<file path="src/rtl/msdf_otf_converter_pkg.sv">
// Shared types for the MSDF on-the-fly converter: FSM states, signed-digit
// rail encodings and the digit decoder.
package msdf_otf_converter_pkg;

   typedef enum logic [1:0] {
      IDLE = 2'd0,
      CONV = 2'd1,
      DONE = 2'd2
   } state_t;

   // Rail encodings {d_p, d_n}; (0,0) and (1,1) both decode to zero.
   localparam logic [1:0] SD_POS = 2'b10;
   localparam logic [1:0] SD_NEG = 2'b01;

   typedef enum logic [1:0] {
      DIG_ZERO = 2'b00,
      DIG_POS  = 2'b10,
      DIG_NEG  = 2'b01
   } digit_t;

   function automatic digit_t decode_digit(input logic p, input logic n);
      digit_t d;
      case ({p, n})
         SD_POS:  d = DIG_POS;
         SD_NEG:  d = DIG_NEG;
         default: d = DIG_ZERO;
      endcase
      return d;
   endfunction

endpackage

</file>
<file path="src/rtl/msdf_otf_converter_otf_append.sv">
// On-the-fly append of one signed digit to the Q / QM register pair
// (QM = Q - 1), using only shifts and selects.
module otf_append
   import msdf_otf_converter_pkg::*;
#(
   parameter int W = 17
) (
   input  logic [W-1:0] q_in,
   input  logic [W-1:0] qm_in,
   input  digit_t       digit,
   output logic [W-1:0] q_nxt,
   output logic [W-1:0] qm_nxt
);

   always_comb begin
      q_nxt  = {q_in[W-2:0], 1'b0};
      qm_nxt = {qm_in[W-2:0], 1'b1};
      unique case (digit)
         DIG_POS: begin
            q_nxt  = {q_in[W-2:0], 1'b1};
            qm_nxt = {q_in[W-2:0], 1'b0};
         end
         DIG_NEG: begin
            q_nxt  = {qm_in[W-2:0], 1'b1};
            qm_nxt = {qm_in[W-2:0], 1'b0};
         end
         default: begin
            q_nxt  = {q_in[W-2:0], 1'b0};
            qm_nxt = {qm_in[W-2:0], 1'b1};
         end
      endcase
   end

endmodule

</file>
<file path="src/rtl/msdf_otf_converter.sv">
// MSDF signed-digit to two's-complement converter with optional early
// termination once the word is known to be negative (ReLU use).
module msdf_otf_converter
   import msdf_otf_converter_pkg::*;
#(
   parameter int N       = 16,
   parameter bit RELU_EN = 1'b1
) (
   input  logic       clk,
   input  logic       rst,
   input  logic       start,
   input  logic       in_valid,
   input  logic       d_p,
   input  logic       d_n,
   output logic       in_ready,
   output logic [N:0] q,
   output logic       out_valid,
   output logic       neg_det,
   output logic       term
);

   localparam int CW = (N > 2) ? $clog2(N) : 1;

   state_t        state, state_nxt;
   logic [N:0]    q_reg, qm_reg;
   logic [N:0]    q_app, qm_app;
   logic [CW-1:0] cnt;
   logic          sign_seen;
   logic          term_r;
   digit_t        digit;
   logic          accept;
   logic          last_digit;
   logic          relu_kill;
   logic          finish;

   assign digit      = decode_digit(d_p, d_n);
   assign in_ready   = (state == CONV);
   // A digit arriving alongside a restart belongs to no word.
   assign accept     = in_valid && in_ready && !start;
   assign last_digit = (cnt == CW'(N - 1));
   assign relu_kill  = RELU_EN && !sign_seen && (digit == DIG_NEG);
   assign finish     = accept && (last_digit || relu_kill);

   // DONE only ever lasts one cycle, so its presence is the output pulse.
   assign out_valid  = (state == DONE);
   assign term       = out_valid && term_r;

   otf_append #(.W(N + 1)) u_append (
      .q_in   (q_reg),
      .qm_in  (qm_reg),
      .digit  (digit),
      .q_nxt  (q_app),
      .qm_nxt (qm_app)
   );

   always_ff @(posedge clk or negedge rst) begin
      if (!rst) state <= IDLE;
      else      state <= state_nxt;
   end

   always_comb begin
      state_nxt = state;
      if (start) begin
         state_nxt = CONV;
      end else begin
         unique case (state)
            IDLE:    state_nxt = IDLE;
            CONV:    if (finish) state_nxt = DONE;
            DONE:    state_nxt = IDLE;
            default: state_nxt = IDLE;
         endcase
      end
   end

   always_ff @(posedge clk or negedge rst) begin
      if (!rst) begin
         q_reg     <= '0;
         qm_reg    <= '1;
         cnt       <= '0;
         sign_seen <= 1'b0;
         neg_det   <= 1'b0;
         term_r    <= 1'b0;
         q         <= '0;
      end else if (start) begin
         q_reg     <= '0;
         qm_reg    <= '1;
         cnt       <= '0;
         sign_seen <= 1'b0;
         neg_det   <= 1'b0;
         term_r    <= 1'b0;
         q         <= '0;
      end else if (accept) begin
         q_reg  <= q_app;
         qm_reg <= qm_app;
         cnt    <= cnt + CW'(1);
         if (!sign_seen && (digit != DIG_ZERO)) begin
            sign_seen <= 1'b1;
            if (digit == DIG_NEG) neg_det <= 1'b1;
         end
         if (finish) begin
            q      <= relu_kill ? '0 : q_app;
            term_r <= relu_kill;
         end
      end
   end

endmodule

</file>
<file path="config.mk">
export PLATFORM = sky130hd
export DESIGN_NAME = msdf_otf_converter
export DESIGN_NICKNAME = d
export VERILOG_FILES = /design/src/rtl/msdf_otf_converter_pkg.sv /design/src/rtl/msdf_otf_converter_otf_append.sv /design/src/rtl/msdf_otf_converter.sv
export SDC_FILE = /design/constraint.sdc
export NUM_CORES = 1
export LEC_CHECK = 0
export CORE_UTILIZATION = 51
export DETAILED_ROUTE_END_ITERATION = 6
export GPL_ROUTABILITY_DRIVEN = 0
export PLACE_DENSITY = 0.75
export SLEW_MARGIN = 20
export SYNTH_ARGS = -nofsm -noshare
export SYNTH_HDL_FRONTEND = slang
export SYNTH_SLANG_ARGS = --single-unit
</file>
<file path="constraint.sdc">
create_clock -name clk -period 1.69 [get_ports clk]
set_clock_uncertainty 0.1 [all_clocks]
set_input_delay 0.338 -clock clk [delete_from_list [all_inputs] [get_ports clk]]
set_output_delay 0.338 -clock clk [all_outputs]
set_load 0.02 [all_outputs]
</file>
==> run metrics <==
status finished clean; Avg WL per Cell 16.7 microns; CORE AREA 5270 sq um; Req. time, crit path 1830 ps; WL final 6460 microns; Clk Tree Root Cell clkbuf_8; layout filler cell count 427; DRT antenna net count 0; most common cell in the netlist dfrtp_1; via count 2,296; final setup fails 0; Tmin final 1650 ps; H-tree depth 3; synthesized area per cell 10.5 sq um; Slew Viols, Final 0; setup TNS 0 ps; worst hold margin 313 ps; Worst VDD drop 0.000637 V; crit-path max cell delay 290 ps; Yosys warning count 0; first-pass GRT wire length 11,100 microns; Port Buffer Count 26; Post-Syn Area 2880 sq um; Clk pwr share 36.8%; Slew @ Worst Pin 640 ps; max_cap viols 0; Cell variety after synth 34; Total GRT Usage 23.9%; top cell type's share of synthesized area 36.5%; WP data arrival 1790 ps; FMAX 605 MHz; initial drt markers 199; min setup slack post-route 37.9 ps; Comb pwr share 17.4%; Post-DP HPWL 3990 microns; critical-path cell list clkdlybuf4s15_2 -> inv_2 -> ha_4 -> or2_4 -> buf_12 -> a22oi_2 -> nor2_1 -> a31o_1; Seq/Total Area, Yosys 51.1%; Via density 5.92; NetSw 0.000923 W; syn nets 284; Starting Density 54.6%; Synth Flop Type dfrtp_1; clk buf depth 2; endpoint class of the critical path flop; # diodes 0; Area growth syn-to-layout 26.7%; clock transition at the registers of the reported paths 70 ps; IO Pins 27; Fin. Hold Viols 0; largest net degree at the start of global routing 60; PD cells 933 nW/um^2; Worst Setup Start Kind input port; vias in the first global route 2,324; synth cell count leaders dfrtp_1, nor2_1, clkbuf_1; antenna violations before repair 0; die footprint 5950 sq um; worst skew pair latency 350 ps; CP max stage cell or2_4; unrepaired setup endpoints after global routing false; CP top delay family compound AO/OA/AOI/OAI gates; placed cell area 3420 sq um; Die X 77.1 microns; Synth area leader dfrtp_1; #FFs+latches synth 58; Synth Instances 275; CTS tree built; TritonCTS Buffers 9; Post-route DRC 0; Initial DRT Pass Iterations 4; slew margin rel. 57.1%; row count 26; switch share 27.1%; critical path class input port to flop; nets@finish 322; GRT overflow 0; Int Pwr 0.00248 W; die height 77.1 microns; worst-path fanout max 8; fin crit share 97.8%; share of cells above drive strength 1 26.7%; Post-synth EDFFs 0; Finished Cell Area 3650 sq um; P_leak 1.63 nW; async set-or-reset flop fraction in the synthesized netlist 100%; clock sink total 58; Total Power 0.00340 W; synth top area cells dfrtp_1, dfstp_2, nor2_1; Reg power frac 45.8%; worst hold-check path type input port to flop; Crit path buffers/inverters 3; pre-CTS WS -822 ps; max reg flops 33
## cell families after synthesis
group,count (synthesis),share of synthesized area (%)
and+or+nand+nor,92,17.4
AOI/OAI and AO/OA,85,23.3
DFF,58,51.1
buffers and inverters,33,5.65
xor gates and xnor gates,3,0.913
adders and majority gates,3,1.30
muxes,1,0.348
## worst register-to-register path: cells and delay by family, from the launching register on
family / cells / cell delay [ps]
and+or+nand+nor: 2 / 350
buffers and inverters: 1 / 160
adders and majority gates: 1 / 210
DFF: 1 / 380
AOI/OAI and AO/OA: 2 / 300
## path summary, 6_finish.rpt
kind	endpoint	startpoint	cells past startpoint	slack, ps
setup / recovery	q[14]$_DFFE_PN0P_	d_p	8	40
hold / removal	qm_reg[4]$_DFFE_PN1P_	start	2	310
setup reg to reg	q[7]$_DFFE_PN0P_	cnt[0]$_DFFE_PN0P_	6	90
hold reg to reg	neg_det$_DFFE_PN0P_	neg_det$_DFFE_PN0P_	2	410
max in group asynchronous	qm_reg[2]$_DFFE_PN1P_	rst	3	740
min in group asynchronous	cnt[3]$_DFFE_PN0P_	rst	3	420
## layout make-up
type                    count  area, sq um  area share [%]
well taps                  70         87.6            2.40
repair buffers             57          551            15.1
clock buffers              13          149            4.08
clock inverters             3         40.0            1.10
multi-input cells         184         1340            36.7
flip-flops and latches     58         1470            40.3
inverters                   3         11.3           0.309
## per-layer routing
| layer | GRT usage, % | wire length (microns) | vias up |
|---|---|---|---|
| li1 | - | - | 1086 |
| met3 | 7.98 | 227 | 11 |
| met5 | 0 | 0 | - |
| met1 | 28.9 | 2900 | 1162 |
| met2 | 39.6 | 3230 | 37 |
| met4 | 8.87 | 103 | 0 |
## what timing repair did
action	4_1_cts	5_1_grt
gates cloned	1	0
resized for setup	38	3
hold buffers	1	0
endpoints found under the hold margin	42	0
endpoints found under the setup margin	67	3
pin swaps	7	1
buffers inserted	1	0
## per-stage QoR
| step | util [%] | instances |
|---|---|---|
| after floorplan | - | 275 |
| after global placement | 64.9 | 370 |
| after detailed placement | 64.9 | 370 |
| after CTS | 69.3 | 388 |
| after global routing | 69.2 | 388 |
| final | 69.2 | 388 |
## cells in the final DEF, fill, tap and decap left out, types with 2 or more instances in the layout
cell and count:
xor2_1 2, buf_2 3, buf_4 23, inv_1 2, clkbuf_1 3, a211oi_1 2
nor3b_1 15, dfstp_2 16, a31oi_1 2, nand2b_1 2, a31o_1 15, clkinv_2 2
a21oi_1 2, o21bai_1 16, a221oi_1 15, clkdlybuf4s15_2 2, nand3b_1 16, nor2b_1 4
clkbuf_8 10, o31ai_1 15, a22oi_2 15, buf_12 6, ha_1 2, dlygate4sd2_1 18
nand2_1 5, dfrtp_1 42, or2_1 2, nor2_1 41
## power groups by stage
stage / sequential (W) / combinational (W) / clock (W)
5_1_grt: 0.00157 / 0.000646 / 0.00133
2_1_floorplan: 0.00159 / 0.000325 / 0
3_5_place_dp: 0.00158 / 0.000582 / 0
3_3_place_gp: 0.00158 / 0.000572 / 0
4_1_cts: 0.00156 / 0.000596 / 0.00127
6_report: 0.00156 / 0.000591 / 0.00125
Note: power is estimated with default switching activity, not from simulation.
